$ cat config.mk
export PLATFORM = sky130hd
export DESIGN_NAME = axis_peak_finder
export DESIGN_NICKNAME = d
export VERILOG_FILES = /design/src/rtl/axis_peak_finder.sv
export SDC_FILE = /design/constraint.sdc
export NUM_CORES = 1
export LEC_CHECK = 0
export CORE_ASPECT_RATIO = 1.5
export CORE_MARGIN = 2
export CORE_UTILIZATION = 48
export CTS_CLUSTER_SIZE = 28
export DETAILED_ROUTE_END_ITERATION = 10
export PLACE_DENSITY = 0.83
export SKIP_CTS_REPAIR_TIMING = 1
export SYNTH_ARGS = -nofsm -noshare
export SYNTH_HDL_FRONTEND = slang
export SYNTH_SLANG_ARGS = --single-unit
$ cat constraint.sdc
create_clock -name s_axis_aclk -period 2.9 [get_ports s_axis_aclk]
set_clock_uncertainty 0.1 [all_clocks]
set_input_delay 0.58 -clock s_axis_aclk [delete_from_list [all_inputs] [get_ports s_axis_aclk]]
set_output_delay 0.58 -clock s_axis_aclk [all_outputs]
set_load 0.01 [all_outputs]
$ cat src/rtl/axis_peak_finder.sv
// Multi-channel windowed peak detector on a tlast-framed AXI-Stream sample feed.
// Optional feature macro: PEAK_INDEX_EN (per-channel frame index of each peak).
module axis_peak_finder #(
  parameter int unsigned C_S_AXIS_TDATA_WIDTH = 32,
  parameter int unsigned SAMPLE_WIDTH         = 16,
  parameter int unsigned BEATS_PER_FRAME      = 2,
  parameter int unsigned WINDOW_FRAMES        = 1024,
  parameter bit          SIGNED_SAMPLES       = 1'b1
) (
  input  logic                                                                   s_axis_aclk,
  input  logic                                                                   s_axis_aresetn,
  input  logic [C_S_AXIS_TDATA_WIDTH-1:0]                                        s_axis_tdata,
  input  logic                                                                   s_axis_tvalid,
  output logic                                                                   s_axis_tready,
  input  logic                                                                   s_axis_tlast,
  output logic [(C_S_AXIS_TDATA_WIDTH/SAMPLE_WIDTH)*BEATS_PER_FRAME*SAMPLE_WIDTH-1:0] peak_data,
  output logic [(C_S_AXIS_TDATA_WIDTH/SAMPLE_WIDTH)*BEATS_PER_FRAME*$clog2(WINDOW_FRAMES)-1:0] peak_index,
  output logic                                                                   peak_valid,
  input  logic                                                                   peak_ready,
  output logic                                                                   overrun_err,
  output logic                                                                   framing_err,
  input  logic                                                                   err_clear
);
  localparam int unsigned LANES  = C_S_AXIS_TDATA_WIDTH / SAMPLE_WIDTH;
  localparam int unsigned NUM_CH = LANES * BEATS_PER_FRAME;
  localparam int unsigned IDX_W  = $clog2(WINDOW_FRAMES);
  localparam int unsigned BEAT_W = (BEATS_PER_FRAME > 1) ? $clog2(BEATS_PER_FRAME) : 1;
  localparam logic [SAMPLE_WIDTH-1:0] ACC_MIN =
    SIGNED_SAMPLES ? {1'b1, {(SAMPLE_WIDTH-1){1'b0}}} : {SAMPLE_WIDTH{1'b0}};

  if (WINDOW_FRAMES < 2) begin : g_bad_window
    $error("axis_peak_finder: WINDOW_FRAMES must be >= 2");
  end
  if ((C_S_AXIS_TDATA_WIDTH % SAMPLE_WIDTH) != 0) begin : g_bad_width
    $error("axis_peak_finder: TDATA width must be a multiple of SAMPLE_WIDTH");
  end

  function automatic logic greater(input logic [SAMPLE_WIDTH-1:0] a,
                                   input logic [SAMPLE_WIDTH-1:0] b);
    if (SIGNED_SAMPLES) return $signed(a) > $signed(b);
    else                return a > b;
  endfunction

  logic                              tready_q;
  logic [BEAT_W-1:0]                 beat_q, beat_d;
  logic [IDX_W-1:0]                  frame_q, frame_d;
  logic [SAMPLE_WIDTH-1:0]           acc_q [NUM_CH];
  logic [SAMPLE_WIDTH-1:0]           acc_d [NUM_CH];
  logic [SAMPLE_WIDTH-1:0]           acc_max [NUM_CH];
  logic [NUM_CH*SAMPLE_WIDTH-1:0]    peak_data_q, peak_data_d;
  logic                              peak_valid_q, peak_valid_d;
  logic                              overrun_q, overrun_d;
  logic                              framing_q, framing_d;
  logic                              accept, last_beat, frame_done, close_win;
  logic [NUM_CH-1:0]                 upd;
  logic [SAMPLE_WIDTH-1:0]           sample;

  always_comb begin
    accept     = s_axis_tvalid & tready_q;
    last_beat  = (beat_q == BEAT_W'(BEATS_PER_FRAME - 1));
    frame_done = accept & (s_axis_tlast | last_beat);
    close_win  = frame_done & (frame_q == IDX_W'(WINDOW_FRAMES - 1));

    beat_d = beat_q;
    if (accept) beat_d = frame_done ? '0 : beat_q + BEAT_W'(1);
    frame_d = frame_q;
    if (frame_done) frame_d = close_win ? '0 : frame_q + IDX_W'(1);

    // acc_max is the running max including the current beat, so the close
    // beat's samples land in the published result while acc restarts.
    sample      = '0;
    upd         = '0;
    peak_data_d = peak_data_q;
    for (int unsigned c = 0; c < NUM_CH; c++) begin
      sample     = s_axis_tdata[(c % LANES)*SAMPLE_WIDTH +: SAMPLE_WIDTH];
      upd[c]     = accept && (beat_q == BEAT_W'(c / LANES)) && greater(sample, acc_q[c]);
      acc_max[c] = upd[c] ? sample : acc_q[c];
      acc_d[c]   = close_win ? ACC_MIN : acc_max[c];
      if (close_win) peak_data_d[c*SAMPLE_WIDTH +: SAMPLE_WIDTH] = acc_max[c];
    end

    peak_valid_d = close_win | (peak_valid_q & ~peak_ready);
    overrun_d    = (close_win & peak_valid_q & ~peak_ready) | (overrun_q & ~err_clear);
    framing_d    = (accept & (s_axis_tlast ^ last_beat)) | (framing_q & ~err_clear);
  end

  always_ff @(posedge s_axis_aclk or negedge s_axis_aresetn) begin
    if (!s_axis_aresetn) begin
      tready_q     <= 1'b0;
      beat_q       <= '0;
      frame_q      <= '0;
      peak_data_q  <= '0;
      peak_valid_q <= 1'b0;
      overrun_q    <= 1'b0;
      framing_q    <= 1'b0;
      for (int unsigned c = 0; c < NUM_CH; c++) acc_q[c] <= ACC_MIN;
    end else begin
      tready_q     <= 1'b1;
      beat_q       <= beat_d;
      frame_q      <= frame_d;
      peak_data_q  <= peak_data_d;
      peak_valid_q <= peak_valid_d;
      overrun_q    <= overrun_d;
      framing_q    <= framing_d;
      acc_q        <= acc_d;
    end
  end

`ifdef PEAK_INDEX_EN
  logic [IDX_W-1:0]        idx_q [NUM_CH];
  logic [IDX_W-1:0]        idx_d [NUM_CH];
  logic [NUM_CH*IDX_W-1:0] peak_index_q, peak_index_d;

  always_comb begin
    peak_index_d = peak_index_q;
    for (int unsigned c = 0; c < NUM_CH; c++) begin
      idx_d[c] = upd[c] ? frame_q : idx_q[c];
      if (close_win) begin
        peak_index_d[c*IDX_W +: IDX_W] = idx_d[c];
        idx_d[c] = '0;
      end
    end
  end

  always_ff @(posedge s_axis_aclk or negedge s_axis_aresetn) begin
    if (!s_axis_aresetn) begin
      peak_index_q <= '0;
      for (int unsigned c = 0; c < NUM_CH; c++) idx_q[c] <= '0;
    end else begin
      peak_index_q <= peak_index_d;
      idx_q        <= idx_d;
    end
  end

  assign peak_index = peak_index_q;
`else
  assign peak_index = '0;
`endif

  assign s_axis_tready = tready_q;
  assign peak_data     = peak_data_q;
  assign peak_valid    = peak_valid_q;
  assign overrun_err   = overrun_q;
  assign framing_err   = framing_q;

endmodule
==> results of run 1 <==
power by group through the flow:
stage	sequential, mW	clock (mW)	combinational (mW)
2_1_floorplan	2.68	0	1.84
4_1_cts	2.73	2.25	2.66
3_5_place_dp	2.76	0	2.63
6_report	2.74	2.23	2.83
5_1_grt	2.80	2.33	3.17
3_3_place_gp	2.73	0	2.51
cell usage in the layout, fill, tap and decap left out, drive strengths merged, types with 17 or more instances in the layout:
cell | Yosys | routed
a21oi | 83 | 83
a31oi | 65 | 65
buf | 71 | 105
clkbuf | 13 | 17
clkdlybuf4s50 | 0 | 103
conb | 2 | 41
dfrtp | 139 | 139
ha | 66 | 66
inv | 73 | 81
nand2 | 20 | 20
nand3 | 64 | 64
nor2 | 74 | 74
o211ai | 19 | 19
o21ai | 62 | 62
worst max-delay path by stage:
stage | cells after the start | startpoint | endpoint | slack, ns
floorplan | 9 | s_axis_tdata[15] | peak_data[38] | 0.38
global placement | 9 | s_axis_tdata[30] | peak_data[19] | -0.31
detailed placement | 10 | s_axis_tdata[23] | peak_data[19] | -0.41
CTS | 10 | s_axis_tdata[23] | peak_data[19] | 0.003
global route | 11 | s_axis_tdata[29] | peak_data[18] | -0.05
finish | 8 | s_axis_tdata[21] | peak_data[55] | 0.006
worst max-delay path, cell delays in order:
cell and delay, ns:
clkdlybuf4s50_1 0.55, ha_1 0.38, nand4_1 0.17, a2111oi_2 0.42, and4bb_1 0.29, buf_4 0.14, o21ai_0 0.38, a31oi_1 0.16
registers in the layout (all words and copies together), names as in the netlist:
name and flops:
framing_err 1, peak_data 64, frame_q 10, beat_q 1, peak_valid 1, acc_q 64
overrun_err 1, s_axis_tready 1
stage by stage:
step | TNS, ns | util [%] | area [um^2]
CTS | 0 | 63.6 | 10300
finish | 0 | 64.4 | 10500
detailed placement | -33.29 | 59.9 | 9740
global placement | -26.64 | 59.9 | 9740
global route | -0.339 | 64.4 | 10500
floorplan | 0 | - | 8150
metal layers:
metal	up-vias	share of wire [%]	global-route usage [%]
met3	76	5.2	4.25
met4	0	6.4	15.0
met2	270	52	44.1
met1	3333	36	26.6
met5	-	0	0
li1	3332	-	-
cell families (layout without fill, tap and decap cells):
family | after synthesis | count (layout) | synth area share (%)
flip-flops | 143 | 143 | 44.8
AO/OA/AOI/OAI | 261 | 263 | 20.0
buffers and inverters | 157 | 314 | 10.2
other | 2 | 41 | 0.0938
XOR/XNOR | 7 | 7 | 0.766
AND/OR/NAND/NOR | 208 | 208 | 13.9
adder cells (fa/ha/maj) | 66 | 66 | 10.3
layout make-up:
| class | count | area [um^2] |
|---|---|---|
| fillers | 1310 | 5790 |
| multi-input cells | 585 | 3850 |
| flip-flops and latches | 143 | 3580 |
| repair buffers | 209 | 1910 |
| clock buffers | 17 | 425 |
| inverters | 73 | 274 |
| well taps | 206 | 258 |
| clock inverters | 15 | 174 |
==> metrics.md, run 1 <==
| Metric | Value |
|---|---|
| ANT cells | `0` |
| Comb pwr share | `36.3%` |
| Most frequent cells after synthesis | `dfrtp_1, a21oi_1, nor2_1` |
| Clk Latency, worst-skew pair | `0.42 ns` |
| Drt initial violations | `between 400 and 500` |
| FF-to-FF setup slack | `0.23 ns` |
| Number of synthesized register bits | `143` |
| Placed cells | `1210` |
| Top cell type's share of synthesized area | `43.5%` |
| Wire per inst | `approximately 17 um` |
| Worst Reg-to-Reg Cells | `10` |
| CTS sink count | `143` |
| Root Buffer | `clkbuf_16` |
| Share of power burned in registers | `35.1%` |
| P_sw | `approximately 2.8 mW` |
| Fin. max-slew vios | `0` |
| Arr. time, crit path | `around 3 ns` |
| Clock slew at reported path FFs | `0.07 ns` |
| Most numerous cell in the Yosys netlist | `dfrtp_1` |
| Die Footprint | `~18000 um^2` |
| Min setup slack post-route | `0.00552 ns` |
| Worst Setup Start Kind | `input pin` |
| Vias/cell | `5.62` |
| CTS tree | `done` |
| Post-synth top area cell | `dfrtp_1` |
| Internal power | `roughly 5 mW` |
| Layout net count | `1133` |
| Crit Reg-Reg Endpoint | `peak_data[18]` |
| Sequential-to-total area share from yosys stat | `44.8%` |
| ANT nets after route | `0` |
| Final wirelength | `21700 um` |
| Critical path type | `input pin to flip-flop` |
| Synth Cell Area | `roughly 8000 um^2` |
| Async SR Flop Fraction | `100%` |
| IO buf count | `approximately 110` |
| Number of synthesized flops with an enable pin | `0` |
| Residual DRC | `0` |
| Clk pwr share | `around 29%` |
| Non-filler cells, final | `1248` |
| Gr ovfl total | `0` |
| Net Sw Frac | `35.9%` |
| CTS Buffer Depth | `2` |
| Total GRT Usage | `between 20 and 25%` |
| Power consumption | `7.80 mW` |
| Hpwl dp | `16200 um` |
| Fin Hold WS | `0.0170 ns` |
| Hold Path Class | `input pin to async pin` |
| Maxcap violations | `0` |
| Synth Flop Type | `dfrtp_1` |
| Crit-path max FO | `4` |
| Slew HR | `62.7%` |
| Pre-CTS setup slack | `-0.407 ns` |
| Slew @ Worst Pin | `~0.56 ns` |
| Largest net degree at the start of global routing | `60` |
| Via count of the first global-routing pass | `7040` |
| Yosys warning count | `0` |
| Clock buffer count from CTS | `17` |
| Pleak | `4.88 nW` |
| Setup violators final | `0` |
| Status | `finished, final reports clean` |
| Cell count after synthesis | `about 840` |
| Maximum clock frequency | `0.345 GHz` |
| Drt first pass iters | `6` |
| Layout cells sized above 1 | `16.6%` |
| Core Area | `16300 um^2` |
| Final period util | `between 90% and 100%` |
| Crit path required time | `3.07 ns` |
| Vias | `7011` |
| Final hold violations | `0` |
| Routability Congestion | `0.922` |
| Die Y-Extent | `162 um` |
| Worst r2r src | `acc_q[47]` |
| Tmin final | `2.89 ns` |
| Htree depth | `4` |
| CP endpoint kind | `flip-flop` |
| Top cells by area, synth | `dfrtp_1, ha_1, a21oi_1, a31oi_1, nand3_1` |
| Initial antenna violation count | `0` |
| FP Rows | `57` |
| Synth-to-layout area growth | `30.8%` |
| Starting density of the core | `49.2%` |
| Top Ports | `between 100 and 150` |
| First-pass GRT wire length | `34000 um` |
| Mean Syn Cell Area | `9.48 um^2` |
| Die X-Extent | `109 um` |
| PD cells | `745 nW/um^2` |
| IR drop worst, VDD | `422 uV` |
| Cell variety after synth | `59` |
Note: power is estimated with default switching activity, not from simulation.
==> run 2: changes to the inputs <==
Settings changed: CAP_MARGIN set to 30, CORE_UTILIZATION 48 to 50, PLACE_DENSITY 0.83 to 0.86.
==> run 2 against run 1 <==
- die area down 3.9%
- largest power group unchanged
- clock power about the same
- non-clock buffer count shrank 8
- worst setup slack better by 0.045 ns
- clock-buffer cell count rose by 1
- total power fell by 0.67%
- design area is 0.72% lower
- core utilization is 2.1 points higher
- critical path depth rose by 3
- flip-flop and latch count did not move
==> metrics.md, run 2 (synthesis gave the netlist of run 1 again) <==
| Metric | Value |
|---|---|
| Status | `finished, final reports clean` |
| ANT cells | `0` |
| Crit Reg-Reg Endpoint | `peak_data[39]` |
| Maxcap violations | `0` |
| PD cells | `745 nW/um^2` |
| Arr. time, crit path | `~3.1 ns` |
| Layout cells sized above 1 | `15.7%` |
| Die Y-Extent | `roughly 160 um` |
| CTS sink count | `143` |
| Pleak | `4.92 nW` |
| Hold Path Class | `input pin to async pin` |
| Drt first pass iters | `5` |
| Crit path required time | `3.15 ns` |
| Via count of the first global-routing pass | `7234` |
| FP Rows | `56` |
| Wire per inst | `around 18 um` |
| IR drop worst, VDD | `between 400 and 500 uV` |
| Placed cells | `1202` |
| End of the critical path | `peak_data[17]` |
| Fin. max-slew vios | `0` |
| CTS Buffer Depth | `2` |
| Clock slew at reported path FFs | `0.07 ns` |
| Non-filler cells, final | `approximately 1200` |
| Htree depth | `4` |
| Die X-Extent | `107 um` |
| Final wirelength | `22200 um` |
| Slew @ Worst Pin | `0.589 ns` |
| Die Footprint | `17100 um^2` |
| Largest net degree at the start of global routing | `75` |
| Most common cell after layout, fill and taps aside | `dfrtp_1` |
| Slew HR | `between 60 and 70%` |
| Residual DRC | `0` |
| Worst Reg-to-Reg Cells | `11` |
| Final period util | `98.3%` |
| IO buf count | `between 100 and 150` |
| Tmin final | `2.85 ns` |
| Setup TNS Final | `0 ns` |
| Critical path origin | `s_axis_tdata[29]` |
| Commonest cells after routing, fill and taps aside | `dfrtp_1, clkdlybuf4s50_1, buf_4` |
| Synth-to-layout area growth | `29.9%` |
| Hpwl dp | `approximately 16000 um` |
| RSZ-0062 raised after global routing | `yes` |
| ANT nets after route | `0` |
| Critical path type | `input pin to flip-flop` |
| Starting density of the core | `51.2%` |
| FF-to-FF setup slack | `0.22 ns` |
| Routability Congestion | `0.938` |
| Vias/cell | `5.73` |
| First-pass GRT wire length | `35200 um` |
| CP endpoint kind | `flip-flop` |
| Initial antenna violation count | `0` |
| Clk Latency, worst-skew pair | `0.42 ns` |
| Clock buffer count from CTS | `17` |
| CTS tree | `done` |
| Total GRT Usage | `26.3%` |
| Layout net count | `around 1100` |
| Core Area | `~16000 um^2` |
| Worst Setup Start Kind | `input pin` |
| Crit-path max FO | `6` |
| Gr ovfl total | `0` |
| Vias | `7086` |
| Root Buffer | `clkbuf_16` |
| Drt initial violations | `between 400 and 500` |
| Worst r2r src | `acc_q[31]` |
| Maximum clock frequency | `0.351 GHz` |
| Final hold violations | `0` |
| Top Ports | `146` |
| Setup violators final | `0` |
-- run 2: cell types whose count changed in the layout (fill, tap and decap cells not counted), sizes merged --
cell / change
clkdlybuf4s50: -8
clkinv: +2
dlymetal6s2s: +8
a21bo: -1
clkinvlp: -3
buf: -8
clkbuf: +1
-- run 2: worst max-delay path: stages --
cell and delay, ns:
clkdlybuf4s50_1 0.45, buf_4 0.17, ha_1 0.31, nand4_2 0.14, buf_4 0.14, nor2_1 0.05, a2bb2oi_2 0.28, a21oi_2 0.15
buf_4 0.17, or3b_2 0.47, a31oi_1 0.17
-- run 2: worst min-delay path by stage --
stage / endpoint / slack [ns] / from
after global placement: frame_q[6] / 0.35 / frame_q[6]
after CTS: acc_q[54] / 0.04 / s_axis_aresetn
after floorplan: acc_q[0] / 0.18 / s_axis_aresetn
after global routing: acc_q[57] / 0.07 / s_axis_aresetn
after detailed placement: frame_q[6] / 0.36 / frame_q[6]
final: peak_data[8] / 0.03 / s_axis_aresetn
-- run 2: final cells by class --
type                            count  area, um^2
Sequential cell                   143        3580
Timing Repair Buffer              201        1860
Fill cell                        1173        5230
Clock buffer                       18         429
Clock inverter                     14         171
Inverter                           73         274
Tap cell                          203         254
Multi-Input combinational cell    584        3820
-- run 2: per-stage QoR --
step	worst slack (ns)	total power, mW	hold WS [ns]	util, %	area [um^2]
global placement	-0.353	5.17	0.347	62.0	9680
detailed placement	-0.478	5.35	0.357	62.0	9680
CTS	-0.0671	7.61	0.0412	65.8	10300
floorplan	0.384	4.53	0.184	-	8150
finish	0.0504	7.75	0.0297	66.6	10400
global route	-0.0459	8.25	0.0683	66.6	10400
-- run 2: per-layer routing --
layer / wire length, um / track usage, % / up-vias
met3: 1140 / 5.28 / 78
met5: 0 / 0 / -
met2: 12000 / 46.5 / 273
met4: 1230 / 15.9 / 0
li1: - / - / 3298
met1: 7870 / 28.3 / 3437
-- run 2: power by group --
group	switching, mW	internal, mW	total [mW]
registers	0.266	2.47	2.74
logic	1.59	1.19	2.77
clock network	0.934	1.30	2.24
==> run 3: changes to the inputs <==
Settings changed: CAP_MARGIN 30 to not set, CORE_UTILIZATION 50 to 57, PLACE_DENSITY 0.86 to 0.95.
Clock period 2.9 ns to 3.3 ns, I/O delays scaled along.
==> run 3 against run 2 <==
- routed wire length rose by 1.1%
- clock power fell by 18%
- critical path depth down 2
- worst hold slack better by 0.035 ns
- highest routed layer unchanged
==> metrics.md, run 3 (synthesis gave the netlist of run 1 again) <==
| Metric | Value |
|---|---|
| Critical path type | `input pin to flip-flop` |
| Largest net degree at the start of global routing | `62` |
| Fin util | `72.2%` |
| Commonest cells after routing, fill and taps aside | `dfrtp_1, clkdlybuf4s50_1, a21oi_1` |
| Arr. time, crit path | `3.33 ns` |
| CTS sink count | `143` |
| CTS tree | `done` |
| Gr ovfl total | `0` |
| Fin. max-slew vios | `0` |
| Pleak | `4.67 nW` |
| Worst Reg-to-Reg Cells | `10` |
| Crit path cell chain | `clkdlybuf4s50_1 > buf_4 > ha_1 > and3_1 > a221oi_1 > o21ai_0 > and4bb_2 > o21ai_0 > a31oi_1` |
| Maximum clock frequency | `around 0.32 GHz` |
| Crit path depth | `9` |
| Net Sw Frac | `36.9%` |
| Final period util | `a little over nine tenths` |
| Core Area | `about 14000 um^2` |
| Metal2 WL | `roughly 12000 um` |
| Tmin final | `3.15 ns` |
| Hold Path Class | `input pin to async pin` |
| Worst Setup Start Kind | `input pin` |
| Layout net count | `1092` |
| Most frequent cell on the critical path | `o21ai_0` |
| Setup violators final | `0` |
| Setup TNS Final | `0 ns` |
| Maxcap violations | `0` |
| Comb pwr share | `between 30% and 40%` |
| Routability Congestion | `0.902` |
| Drt initial violations | `418` |
| Share of power burned in registers | `36.6%` |
| Crit-path max FO | `16` |
| Die Y-Extent | `roughly 150 um` |
| Layout cells sized above 1 | `between 10 and 15%` |
| Crit path required time | `3.48 ns` |
| Clock buffer count from CTS | `17` |
| Met3 routed WL | `1450 um` |
| Vias/cell | `6.10` |
| Clk pwr share | `27.6%` |
| Initial antenna violation count | `0` |
| Starting density of the core | `57.8%` |
| Status | `finished, final reports clean` |
| Clock slew at reported path FFs | `approximately 0.07 ns` |
| CP bufs+invs | `2` |
| Crit-path slowest cell | `clkdlybuf4s50_1` |
| Die X-Extent | `101 um` |
| Via count of the first global-routing pass | `7170` |
| Worst path max stage delay | `0.49 ns` |
| Metal-1 WL | `7580 um` |
| Min setup slack post-route | `0.153 ns` |
| Die Footprint | `15000 um^2` |
| P_sw | `2.44 mW` |
| Internal power | `4.17 mW` |
| ANT cells | `0` |
| Top Ports | `146` |
| Final hold violations | `0` |
| Most common cell after layout, fill and taps aside | `dfrtp_1` |
| Vias | `7111` |
| Hpwl dp | `16100 um` |
| Total GRT Usage | `31.1%` |
| Crit-path leading delay family | `compound AO/OA/AOI/OAI gates` |
| DR top layer | `met4` |
| ANT nets after route | `0` |
| RSZ-0062 raised after global routing | `no` |
| Wire per inst | `19.3 um` |
| Residual DRC | `0` |
| Root Buffer | `clkbuf_16` |
| First-pass GRT wire length | `36100 um` |
| Synth-to-layout area growth | `24.9%` |
| Final wirelength | `22500 um` |
| PD cells | `660 nW/um^2` |
| Pre-CTS setup slack | `-0.171 ns` |
| Clk Latency, worst-skew pair | `0.42 ns` |
| Drt first pass iters | `6` |
| Htree depth | `4` |
| Power consumption | `6.61 mW` |
| CP endpoint kind | `flip-flop` |
| CTS Buffer Depth | `2` |
| IR drop worst, VDD | `around 440 uV` |
| IO buf count | `105` |
| FP Rows | `53` |
==> run 3: changes by cell type in the layout (fill, tap and decap cells not counted), moves of 3 or more <==
cell             change
buf_4               -31
clkdlybuf4s50_1      +9
o21ai_0             +15
dlymetal6s2s_1       -9
o21ai_1             -15
clkbuf_8             +3
inv_8                -3
==> run 3: final cells by class <==
| type | count | area (um^2) |
|---|---|---|
| Tap cell | 165 | 206 |
| Multi-Input combinational cell | 583 | 3750 |
| Timing Repair Buffer | 170 | 1620 |
| Clock buffer | 20 | 467 |
| Inverter | 73 | 274 |
| Fill cell | 907 | 3860 |
| Sequential cell | 143 | 3580 |
| Clock inverter | 12 | 100 |
==> run 3: through the flow <==
step | cells | hold slack (ns) | area, um^2
3_3_place_gp | 1134 | 0.354 | 9430
2_1_floorplan | 883 | 0.264 | 8150
6_report | 1166 | 0.0646 | 10000
5_1_grt | 1166 | 0.0999 | 10000
3_5_place_dp | 1134 | 0.359 | 9430
4_1_cts | 1166 | 0.0834 | 10000
==> run 3: worst paths after layout <==
| path | start | slack [ns] | end |
|---|---|---|---|
| worst min-delay path | s_axis_aresetn | 0.06 | peak_data[8] |
| worst max register to register | acc_q[31] | 0.48 | peak_data[40] |
| worst min register to register | frame_q[6] | 0.38 | frame_q[6] |
| min in group s_axis_aclk | frame_q[6] | 0.38 | frame_q[6] |
| worst max-delay path | s_axis_tdata[14] | 0.15 | peak_data[12] |
| max in group asynchronous | s_axis_aresetn | 2.14 | acc_q[47] |
==> run 3: power by group through the flow <==
stage / clock network (mW) / logic (mW) / registers, mW
2_1_floorplan: 0 / 1.62 / 2.36
3_3_place_gp: 0 / 2.10 / 2.41
3_5_place_dp: 0 / 2.26 / 2.43
4_1_cts: 1.84 / 2.33 / 2.41
5_1_grt: 1.91 / 2.65 / 2.46
6_report: 1.83 / 2.36 / 2.42
==> run 3: routing by layer <==
metal | GRT usage (%) | vias up
li1 | - | 3239
met1 | 32.4 | 3388
met2 | 54.8 | 375
met3 | 6.75 | 109
met4 | 21.3 | 0
met5 | 0 | -
